<file path="config.mk">
export PLATFORM = sky130hd
export DESIGN_NAME = seg_scroll_engine
export DESIGN_NICKNAME = d
export VERILOG_FILES = /design/src/rtl/seg_scroll_engine.sv
export SDC_FILE = /design/constraint.sdc
export NUM_CORES = 1
export LEC_CHECK = 0
export CORE_UTILIZATION = 56
export CTS_BUF_LIST = sky130_fd_sc_hd__clkbuf_4 sky130_fd_sc_hd__clkbuf_8
export CTS_CLUSTER_DIAMETER = 60
export DETAILED_ROUTE_END_ITERATION = 10
export PLACE_DENSITY_LB_ADDON = 0.05
export RECOVER_POWER = 100
export SKIP_CTS_REPAIR_TIMING = 1
export SYNTH_ARGS = -nofsm -noshare
export SYNTH_HDL_FRONTEND = slang
export SYNTH_SLANG_ARGS = --single-unit
export TNS_END_PERCENT = 50
</file>
<file path="constraint.sdc">
create_clock -name clk -period 3.2 [get_ports clk]
set_input_delay 0.48 -clock clk [delete_from_list [all_inputs] [get_ports clk]]
set_output_delay 0.48 -clock clk [all_outputs]
set_load 0.01 [all_outputs]
</file>
<file path="src/rtl/seg_scroll_engine.sv">
// seg_scroll_engine: buffers ASCII bytes in a small FIFO, decodes them to
// active-low 7-segment glyphs and shifts them onto NUM_DIGITS digits, either
// one character per divider tick (scroll) or NUM_DIGITS characters per tick
// (page). Optional macro SEG_HEX_EN adds hex letter glyphs A-F / a-f.
module seg_scroll_engine #(
    parameter int NUM_DIGITS = 3,
    parameter int DEPTH      = 16,
    parameter int BASE_DIV   = 50000000
) (
    input  logic                         clk,
    input  logic                         reset,
    input  logic                         in_valid,
    input  logic [7:0]                   in_data,
    output logic                         in_ready,
    input  logic [1:0]                   rate_sel,
    input  logic                         page_mode,
    input  logic                         clean,
    output logic [7*NUM_DIGITS-1:0]      seg,
    output logic [$clog2(DEPTH+1)-1:0]   fifo_count,
    output logic                         busy
);

    localparam int CW = $clog2(DEPTH + 1);
    localparam int AW = (DEPTH > 1) ? $clog2(DEPTH) : 1;
    localparam int DW = $clog2(BASE_DIV + 1);
    localparam int SW = $clog2(NUM_DIGITS + 1);

    typedef enum logic [1:0] {
        IDLE = 2'd0,
        RD   = 2'd1,
        SH   = 2'd2
    } state_t;

    // Byte to glyph lookup; anything unrecognised shows as a blank digit.
    function automatic logic [6:0] decode(input logic [7:0] ch);
        logic [6:0] glyph;
        glyph = 7'h7F;
        case (ch)
            8'h30: glyph = 7'h40;
            8'h31: glyph = 7'h79;
            8'h32: glyph = 7'h24;
            8'h33: glyph = 7'h30;
            8'h34: glyph = 7'h19;
            8'h35: glyph = 7'h12;
            8'h36: glyph = 7'h02;
            8'h37: glyph = 7'h78;
            8'h38: glyph = 7'h00;
            8'h39: glyph = 7'h10;
            8'h2D: glyph = 7'h3F;
`ifdef SEG_HEX_EN
            8'h41, 8'h61: glyph = 7'h08;
            8'h42, 8'h62: glyph = 7'h03;
            8'h43, 8'h63: glyph = 7'h46;
            8'h44, 8'h64: glyph = 7'h21;
            8'h45, 8'h65: glyph = 7'h06;
            8'h46, 8'h66: glyph = 7'h0E;
`endif
            default: glyph = 7'h7F;
        endcase
        return glyph;
    endfunction

    // Pointer advance with explicit wrap so any DEPTH works.
    function automatic logic [AW-1:0] next_ptr(input logic [AW-1:0] p);
        return (p == AW'(DEPTH - 1)) ? '0 : p + 1'b1;
    endfunction

    // ---------------- FIFO ----------------
    logic [7:0]    mem [DEPTH];
    logic [AW-1:0] wr_ptr_reg;
    logic [AW-1:0] rd_ptr_reg;
    logic [CW-1:0] count_reg;
    logic [7:0]    rd_data_reg;
    logic          wr_en;
    logic          rd_en;

    // Full test uses the registered count, so a same-cycle read never frees a slot.
    assign in_ready   = (count_reg != CW'(DEPTH));
    assign wr_en      = in_valid && in_ready && !clean;
    assign fifo_count = count_reg;

    // Storage array without reset so it maps onto block RAM; registered read port.
    always_ff @(posedge clk) begin
        if (wr_en) begin
            mem[wr_ptr_reg] <= in_data;
        end
        if (rd_en) begin
            rd_data_reg <= mem[rd_ptr_reg];
        end
    end

    // Pointer and occupancy bookkeeping; clean empties the FIFO like reset.
    always_ff @(posedge clk) begin
        if (reset || clean) begin
            wr_ptr_reg <= '0;
            rd_ptr_reg <= '0;
            count_reg  <= '0;
        end else begin
            if (wr_en) begin
                wr_ptr_reg <= next_ptr(wr_ptr_reg);
            end
            if (rd_en) begin
                rd_ptr_reg <= next_ptr(rd_ptr_reg);
            end
            case ({wr_en, rd_en})
                2'b10:   count_reg <= count_reg + 1'b1;
                2'b01:   count_reg <= count_reg - 1'b1;
                default: count_reg <= count_reg;
            endcase
        end
    end

    // ---------------- Tick divider ----------------
    state_t        state_reg;
    state_t        state_next;
    logic [DW-1:0] div_cnt_reg;
    logic [DW-1:0] period_reg;
    logic [DW-1:0] period_sel;
    logic          tick;

    assign period_sel = DW'(BASE_DIV >> rate_sel);
    assign tick       = (div_cnt_reg == period_reg - 1'b1);

    // Free-running divider; a new rate is adopted only at a wrap seen in IDLE.
    always_ff @(posedge clk) begin
        if (reset || clean) begin
            div_cnt_reg <= '0;
            period_reg  <= period_sel;
        end else if (tick) begin
            div_cnt_reg <= '0;
            if (state_reg == IDLE) begin
                period_reg <= period_sel;
            end
        end else begin
            div_cnt_reg <= div_cnt_reg + 1'b1;
        end
    end

    // ---------------- Control FSM ----------------
    logic          page_reg;
    logic [SW-1:0] shifted_reg;
    logic          start;
    logic          do_shift;

    // Page mode needs a full page buffered before it will consume a tick.
    assign start = tick && (page_mode ? (count_reg >= CW'(NUM_DIGITS))
                                      : (count_reg != '0));

    // State register; clean forces IDLE and so also swallows a same-cycle tick.
    always_ff @(posedge clk) begin
        if (reset || clean) begin
            state_reg <= IDLE;
        end else begin
            state_reg <= state_next;
        end
    end

    // Next-state logic: IDLE -> RD -> SH, looping RD/SH for a full page.
    always_comb begin
        state_next = state_reg;
        case (state_reg)
            IDLE: if (start) state_next = RD;
            RD:   state_next = SH;
            SH: begin
                if (page_reg && (shifted_reg != SW'(NUM_DIGITS - 1))) begin
                    state_next = RD;
                end else begin
                    state_next = IDLE;
                end
            end
            default: state_next = IDLE;
        endcase
    end

    // FSM outputs: one read strobe per RD, one display shift per SH.
    always_comb begin
        rd_en    = (state_reg == RD);
        do_shift = (state_reg == SH);
        busy     = (state_reg != IDLE);
    end

    // Mode latch and per-page shift counter, captured when a transfer starts.
    always_ff @(posedge clk) begin
        if (reset || clean) begin
            page_reg    <= 1'b0;
            shifted_reg <= '0;
        end else if (state_reg == IDLE) begin
            if (start) begin
                page_reg    <= page_mode;
                shifted_reg <= '0;
            end
        end else if (do_shift) begin
            shifted_reg <= shifted_reg + 1'b1;
        end
    end

    // ---------------- Display ----------------
    logic [6:0] disp_reg [NUM_DIGITS];
    logic [6:0] seg_reg  [NUM_DIGITS];
    logic [6:0] glyph_in;

    assign glyph_in = decode(rd_data_reg);

    generate
        for (genvar gi = 0; gi < NUM_DIGITS; gi++) begin : g_digit
            if (gi == 0) begin : g_first
                // Rightmost digit takes the freshly decoded character.
                always_ff @(posedge clk) begin
                    if (reset || clean) begin
                        disp_reg[gi] <= 7'h7F;
                    end else if (do_shift) begin
                        disp_reg[gi] <= glyph_in;
                    end
                end
            end else begin : g_rest
                // Remaining digits inherit their right-hand neighbour on a shift.
                always_ff @(posedge clk) begin
                    if (reset || clean) begin
                        disp_reg[gi] <= 7'h7F;
                    end else if (do_shift) begin
                        disp_reg[gi] <= disp_reg[gi-1];
                    end
                end
            end

            // Output stage: seg lags the display register by one cycle.
            always_ff @(posedge clk) begin
                if (reset || clean) begin
                    seg_reg[gi] <= 7'h7F;
                end else begin
                    seg_reg[gi] <= disp_reg[gi];
                end
            end

            assign seg[7*gi +: 7] = seg_reg[gi];
        end
    endgenerate

endmodule

</file>
==> Implementation_results.wiki <==
{| class="wikitable"
! Metric !! Value
|-
| Global Route met3 Usage || under 10%
|-
| Flip-flop and latch count after synthesis || between 200 and 250
|-
| Via count of the first global-routing pass || approximately 5.5k
|-
| Data arrival time of the critical path || roughly 3.3 ns
|-
| First-pass GRT wire length || about 28,000 µm
|-
| Cell area after synthesis || 9460 µm²
|-
| Total chip power || between 6 and 7 mW
|-
| Reported leakage power || 3.49 nW
|-
| Detailed-route wire length per cell || approximately 18 µm
|-
| Cell at the slowest stage of the critical path || sky130_fd_sc_hd__nor4b_1
|-
| Minimum clock period || approximately 3.0 ns
|-
| Number of clock sinks || ~230
|-
| Final weighted congestion of routability-driven global placement || approximately 0.84
|-
| Result of the run || completed
|-
| Number of synthesized flops with an enable pin || 161
|-
| Maximum number of pins on one net before global-route repair || 37
|-
| Setup repair after global routing missed its margin || no
|-
| Proportion of register bits with asynchronous set or reset after synthesis || 0%
|-
| Sequential area share after synthesis || between 60% and 70%
|-
| Number of nets in the final layout || ~770
|-
| Total number of cells along the worst setup path || 8
|-
| Top flip-flop cell by instance count after synthesis || sky130_fd_sc_hd__edfxtp_1
|-
| Worst-case hold slack || roughly 0.44 ns
|-
| Max-cap violations || 0
|-
| Share of layout cells above drive strength 1 || ~16%
|-
| Worst reg2reg endpoint || period_reg[21]$_SDFFCE_PN1P_
|-
| Maximum operating frequency || between 300 and 400 MHz
|-
| DP Wirelength || 12,000 µm
|-
| Final setup violation count || 0
|-
| Routing usage on met1 || between 20% and 30%
|-
| Number of placed I/O pins || 43
|-
| Starting utilization of the core area || 57.3%
|-
| Most used routing layer || met2
|-
| Startpoint of the worst setup timing path || period_reg[9]$_SDFFCE_PN0P_
|-
| Total power per unit cell area || between 500 and 600 nW/µm²
|-
| Worst Tran Pin Value || between 1 and 1.5 ns
|-
| Remaining DRCs || 0
|-
| DRT Pass-1 Iters || 5
|-
| Slew HR || between 20 and 30%
|-
| CTS tree || done
|-
| Sort of element at the end of the critical path || flop
|-
| Detailed-route vias per instance || between 5 and 6
|-
| Startpoint of the tightest hold check path || disp_reg[2][6]$_DFF_P_
|-
| Flip-flop count of the largest register, all copies and words added || 128
|-
| Critical register-to-register path startpoint || period_reg[9]$_SDFFCE_PN0P_
|-
| Worst setup slack for register-to-register paths || roughly 0.19 ns
|-
| Die width || between 100 and 150 µm
|-
| Worst clock skew on the final layout || between 0.02 and 0.03 ns
|-
| Hold Crit Class || reg -> reg
|-
| Startpoint type of the worst setup path || flop
|-
| Fillers || between 1k and 1.5k
|-
| Net count after synthesis || about 690
|-
| Port-buffer cells || 42
|-
| Maximum count of clock buffers along a single path || 3
|-
| Worst ir drop on vdd || approximately 0.39 mV
|-
| Clock buffer count from CTS || 39
|-
| Period utilisation layout || roughly 94%
|-
| Remaining Overflow, GRT || 0
|-
| Worst endpoint required time || roughly 3.4 ns
|-
| Final hold violations || 0
|-
| Total wire length || 17,700 µm
|-
| Final Max Tran Viols || 0
|-
| Cell depth of the worst flop-to-flop path || 8
|-
| Clk Tree Root Cell || sky130_fd_sc_hd__clkbuf_8
|-
| Overall global routing resource usage || around a fifth
|-
| CP Max Fanout || 11
|-
| Total number of vias || 5,499
|-
| Synthesis Warnings || 0
|-
| ANT cells || 0
|-
| Worst path cell trace || inv_1 > ha_1 > nor4b_1 > mux2_2 > o2111ai_1 > nand4_2 > o21ai_0 > buf_4
|-
| H-Tree Level Count || 2
|-
| CP Class || reg -> reg
|-
| Number of violations reported at the end of detailed-routing iteration 0 || 330
|-
| Clock transition time at the flip-flop clock pins of the worst setup and hold paths || approximately 0.060 ns
|-
| Die height || ~130 µm
|-
| Max stage delay on crit path || approximately 0.57 ns
|-
| Count of nets left with antenna violations after detail routing || 0
|-
| DIE AREA || about 17,000 µm²
|-
| Clk Latency, worst-skew pair || about 0.54 ns
|-
| Cell type group with the largest total delay on the critical path || simple AND/OR/NAND/NOR gates
|-
| Number of distinct library cell variants in the gate-level netlist after synthesis || between 50 and 60
|-
| Core occupancy in the finished layout || around two thirds
|-
| Cells after synthesis || 661
|-
| Core box area || between 15,000 and 20,000 µm²
|-
| Critical Path End || period_reg[21]$_SDFFCE_PN1P_
|-
| Average cell area after synthesis || around 14 µm²
|-
| CP Buf/Inv Count || 2
|-
| Met2 global-route usage || 36.1%
|-
| Antenna violations before repair || 0
|-
| Standard-cell rows || between 40 and 50
|-
| Growth of design area from synthesis to finish || 15.4%
|-
| Final sum of negative setup slack || 0 ns
|}
## where the power goes
group	switching, mW	internal (mW)	leakage, nW	total (mW)
logic	0.0843	0.0486	1.05	0.133
clock network	1.12	1.53	0.420	2.65
registers	0.0165	3.24	2.02	3.25
## cells by family (layout without fill, tap and decap cells)
| logic type | after synthesis | in the layout | synth area share (%) |
|---|---|---|---|
| simple gates | 228 | 228 | 12.3 |
| flops | 233 | 233 | 66.3 |
| mux | 43 | 43 | 9.86 |
| fa+ha+maj | 13 | 13 | 1.80 |
| xor+xnor | 44 | 44 | 4.07 |
| compound gates | 48 | 48 | 3.32 |
| buf+inv | 52 | 156 | 2.34 |
## through the flow
stage | area [µm²] | std cells | worst slack [ns]
2_1_floorplan | 9460 | 661 | 0.00315
3_3_place_gp | 10200 | 916 | 0.405
3_5_place_dp | 10200 | 916 | 0.262
4_1_cts | 11000 | 985 | 0.205
5_1_grt | 10900 | 985 | 0.0468
6_report | 10900 | 985 | 0.188
## synthesized netlist by cell type (2+ instances only)
library cell | n | area [µm²]
sky130_fd_sc_hd__edfxtp_1 | 161 | 4830
sky130_fd_sc_hd__dfxtp_1 | 72 | 1440
sky130_fd_sc_hd__nor2_1 | 60 | 225
sky130_fd_sc_hd__nand2_1 | 46 | 173
sky130_fd_sc_hd__mux4_2 | 40 | 901
sky130_fd_sc_hd__clkbuf_1 | 25 | 93.8
sky130_fd_sc_hd__nand3_1 | 24 | 120
sky130_fd_sc_hd__xor2_1 | 23 | 201
sky130_fd_sc_hd__or3_1 | 22 | 138
sky130_fd_sc_hd__xnor2_1 | 21 | 184
sky130_fd_sc_hd__a21oi_1 | 18 | 90.1
sky130_fd_sc_hd__inv_1 | 18 | 67.6
sky130_fd_sc_hd__ha_1 | 12 | 150
sky130_fd_sc_hd__or2_2 | 12 | 75.1
sky130_fd_sc_hd__nor3_1 | 11 | 55.1
sky130_fd_sc_hd__o21ai_0 | 11 | 55.1
sky130_fd_sc_hd__and3_1 | 10 | 62.6
sky130_fd_sc_hd__nand2b_1 | 8 | 50.1
sky130_fd_sc_hd__nand4_1 | 5 | 31.3
sky130_fd_sc_hd__and2_1 | 4 | 25.0
sky130_fd_sc_hd__nor2b_1 | 4 | 25.0
sky130_fd_sc_hd__buf_1 | 3 | 11.3
sky130_fd_sc_hd__buf_2 | 3 | 15.0
sky130_fd_sc_hd__buf_6 | 3 | 33.8
sky130_fd_sc_hd__nand3b_1 | 3 | 22.5
sky130_fd_sc_hd__nand4b_1 | 3 | 26.3
sky130_fd_sc_hd__o211ai_1 | 3 | 22.5
sky130_fd_sc_hd__o31ai_1 | 3 | 22.5
sky130_fd_sc_hd__or4_1 | 3 | 22.5
sky130_fd_sc_hd__a21o_1 | 2 | 15.0
sky130_fd_sc_hd__and4_1 | 2 | 17.5
sky130_fd_sc_hd__mux2_2 | 2 | 22.5
sky130_fd_sc_hd__nor3b_1 | 2 | 15.0
sky130_fd_sc_hd__nor4b_1 | 2 | 17.5
sky130_fd_sc_hd__o2111ai_1 | 2 | 17.5
## worst reg2reg max path, stage by stage, from the launching register on
cell and delay, ns:
sky130_fd_sc_hd__edfxtp_1 0.45, sky130_fd_sc_hd__inv_1 0.11, sky130_fd_sc_hd__ha_1 0.24, sky130_fd_sc_hd__nor4b_1 0.58, sky130_fd_sc_hd__mux2_2 0.41, sky130_fd_sc_hd__o2111ai_1 0.26, sky130_fd_sc_hd__nand4_2 0.22, sky130_fd_sc_hd__o21ai_0 0.23
sky130_fd_sc_hd__buf_4 0.22
## cell type report
cell class | count | area [µm²] | share of cell area (%)
flip-flops and latches | 233 | 6280 | 57.5
multi-input cells | 376 | 2970 | 27.2
clock buffers | 55 | 676 | 6.19
repair buffers | 69 | 538 | 4.93
well taps | 220 | 275 | 2.52
clock inverters | 14 | 123 | 1.12
inverters | 18 | 67.6 | 0.619
## how the worst min path moves through the flow
stage | end | slack (ns) | cells past startpoint
after floorplan | seg_reg[2][1]$_DFF_P_ | 0.40 | 1
after global placement | seg_reg[0][3]$_SDFF_PN1_ | 0.42 | 1
after detailed placement | seg_reg[2][1]$_DFF_P_ | 0.42 | 1
after CTS | seg_reg[2][1]$_DFF_P_ | 0.44 | 1
after global routing | seg_reg[2][1]$_DFF_P_ | 0.45 | 1
final | seg_reg[2][6]$_DFF_P_ | 0.44 | 1
## layer usage
metal / vias up / routed length [µm]
met3: 35 / 856
li1: 2614 / -
met4: 0 / 387
met1: 2703 / 7550
met5: - / 0
met2: 147 / 8870
## cell usage in the layout (no fill, tap or decap), types with 3 or more instances in the layout
| master | count |
|---|---|
| sky130_fd_sc_hd__edfxtp_1 | 161 |
| sky130_fd_sc_hd__clkdlybuf4s50_1 | 3 |
| sky130_fd_sc_hd__nand2b_1 | 8 |
| sky130_fd_sc_hd__o31ai_1 | 3 |
| sky130_fd_sc_hd__nor3_1 | 11 |
| sky130_fd_sc_hd__nand3_1 | 24 |
| sky130_fd_sc_hd__and2_1 | 4 |
| sky130_fd_sc_hd__clkinv_2 | 3 |
| sky130_fd_sc_hd__buf_4 | 4 |
| sky130_fd_sc_hd__clkbuf_1 | 22 |
| sky130_fd_sc_hd__o211ai_1 | 3 |
| sky130_fd_sc_hd__ha_1 | 12 |
| sky130_fd_sc_hd__clkbuf_8 | 42 |
| sky130_fd_sc_hd__nand4_1 | 5 |
| sky130_fd_sc_hd__nor2b_1 | 4 |
| sky130_fd_sc_hd__nand4b_1 | 3 |
| sky130_fd_sc_hd__dfxtp_1 | 72 |
| sky130_fd_sc_hd__nand3b_1 | 3 |
| sky130_fd_sc_hd__nand2_1 | 46 |
| sky130_fd_sc_hd__a21oi_1 | 18 |
| sky130_fd_sc_hd__clkinv_1 | 6 |
| sky130_fd_sc_hd__or4_1 | 3 |
| sky130_fd_sc_hd__and3_1 | 10 |
| sky130_fd_sc_hd__xor2_1 | 23 |
| sky130_fd_sc_hd__nor2_1 | 60 |
| sky130_fd_sc_hd__clkbuf_4 | 13 |
| sky130_fd_sc_hd__o21ai_0 | 11 |
| sky130_fd_sc_hd__mux4_2 | 40 |
| sky130_fd_sc_hd__xnor2_1 | 21 |
| sky130_fd_sc_hd__or2_2 | 11 |
| sky130_fd_sc_hd__inv_1 | 18 |
| sky130_fd_sc_hd__or3_1 | 22 |
| sky130_fd_sc_hd__dlygate4sd3_1 | 39 |
(Power assumes the default switching activity.)
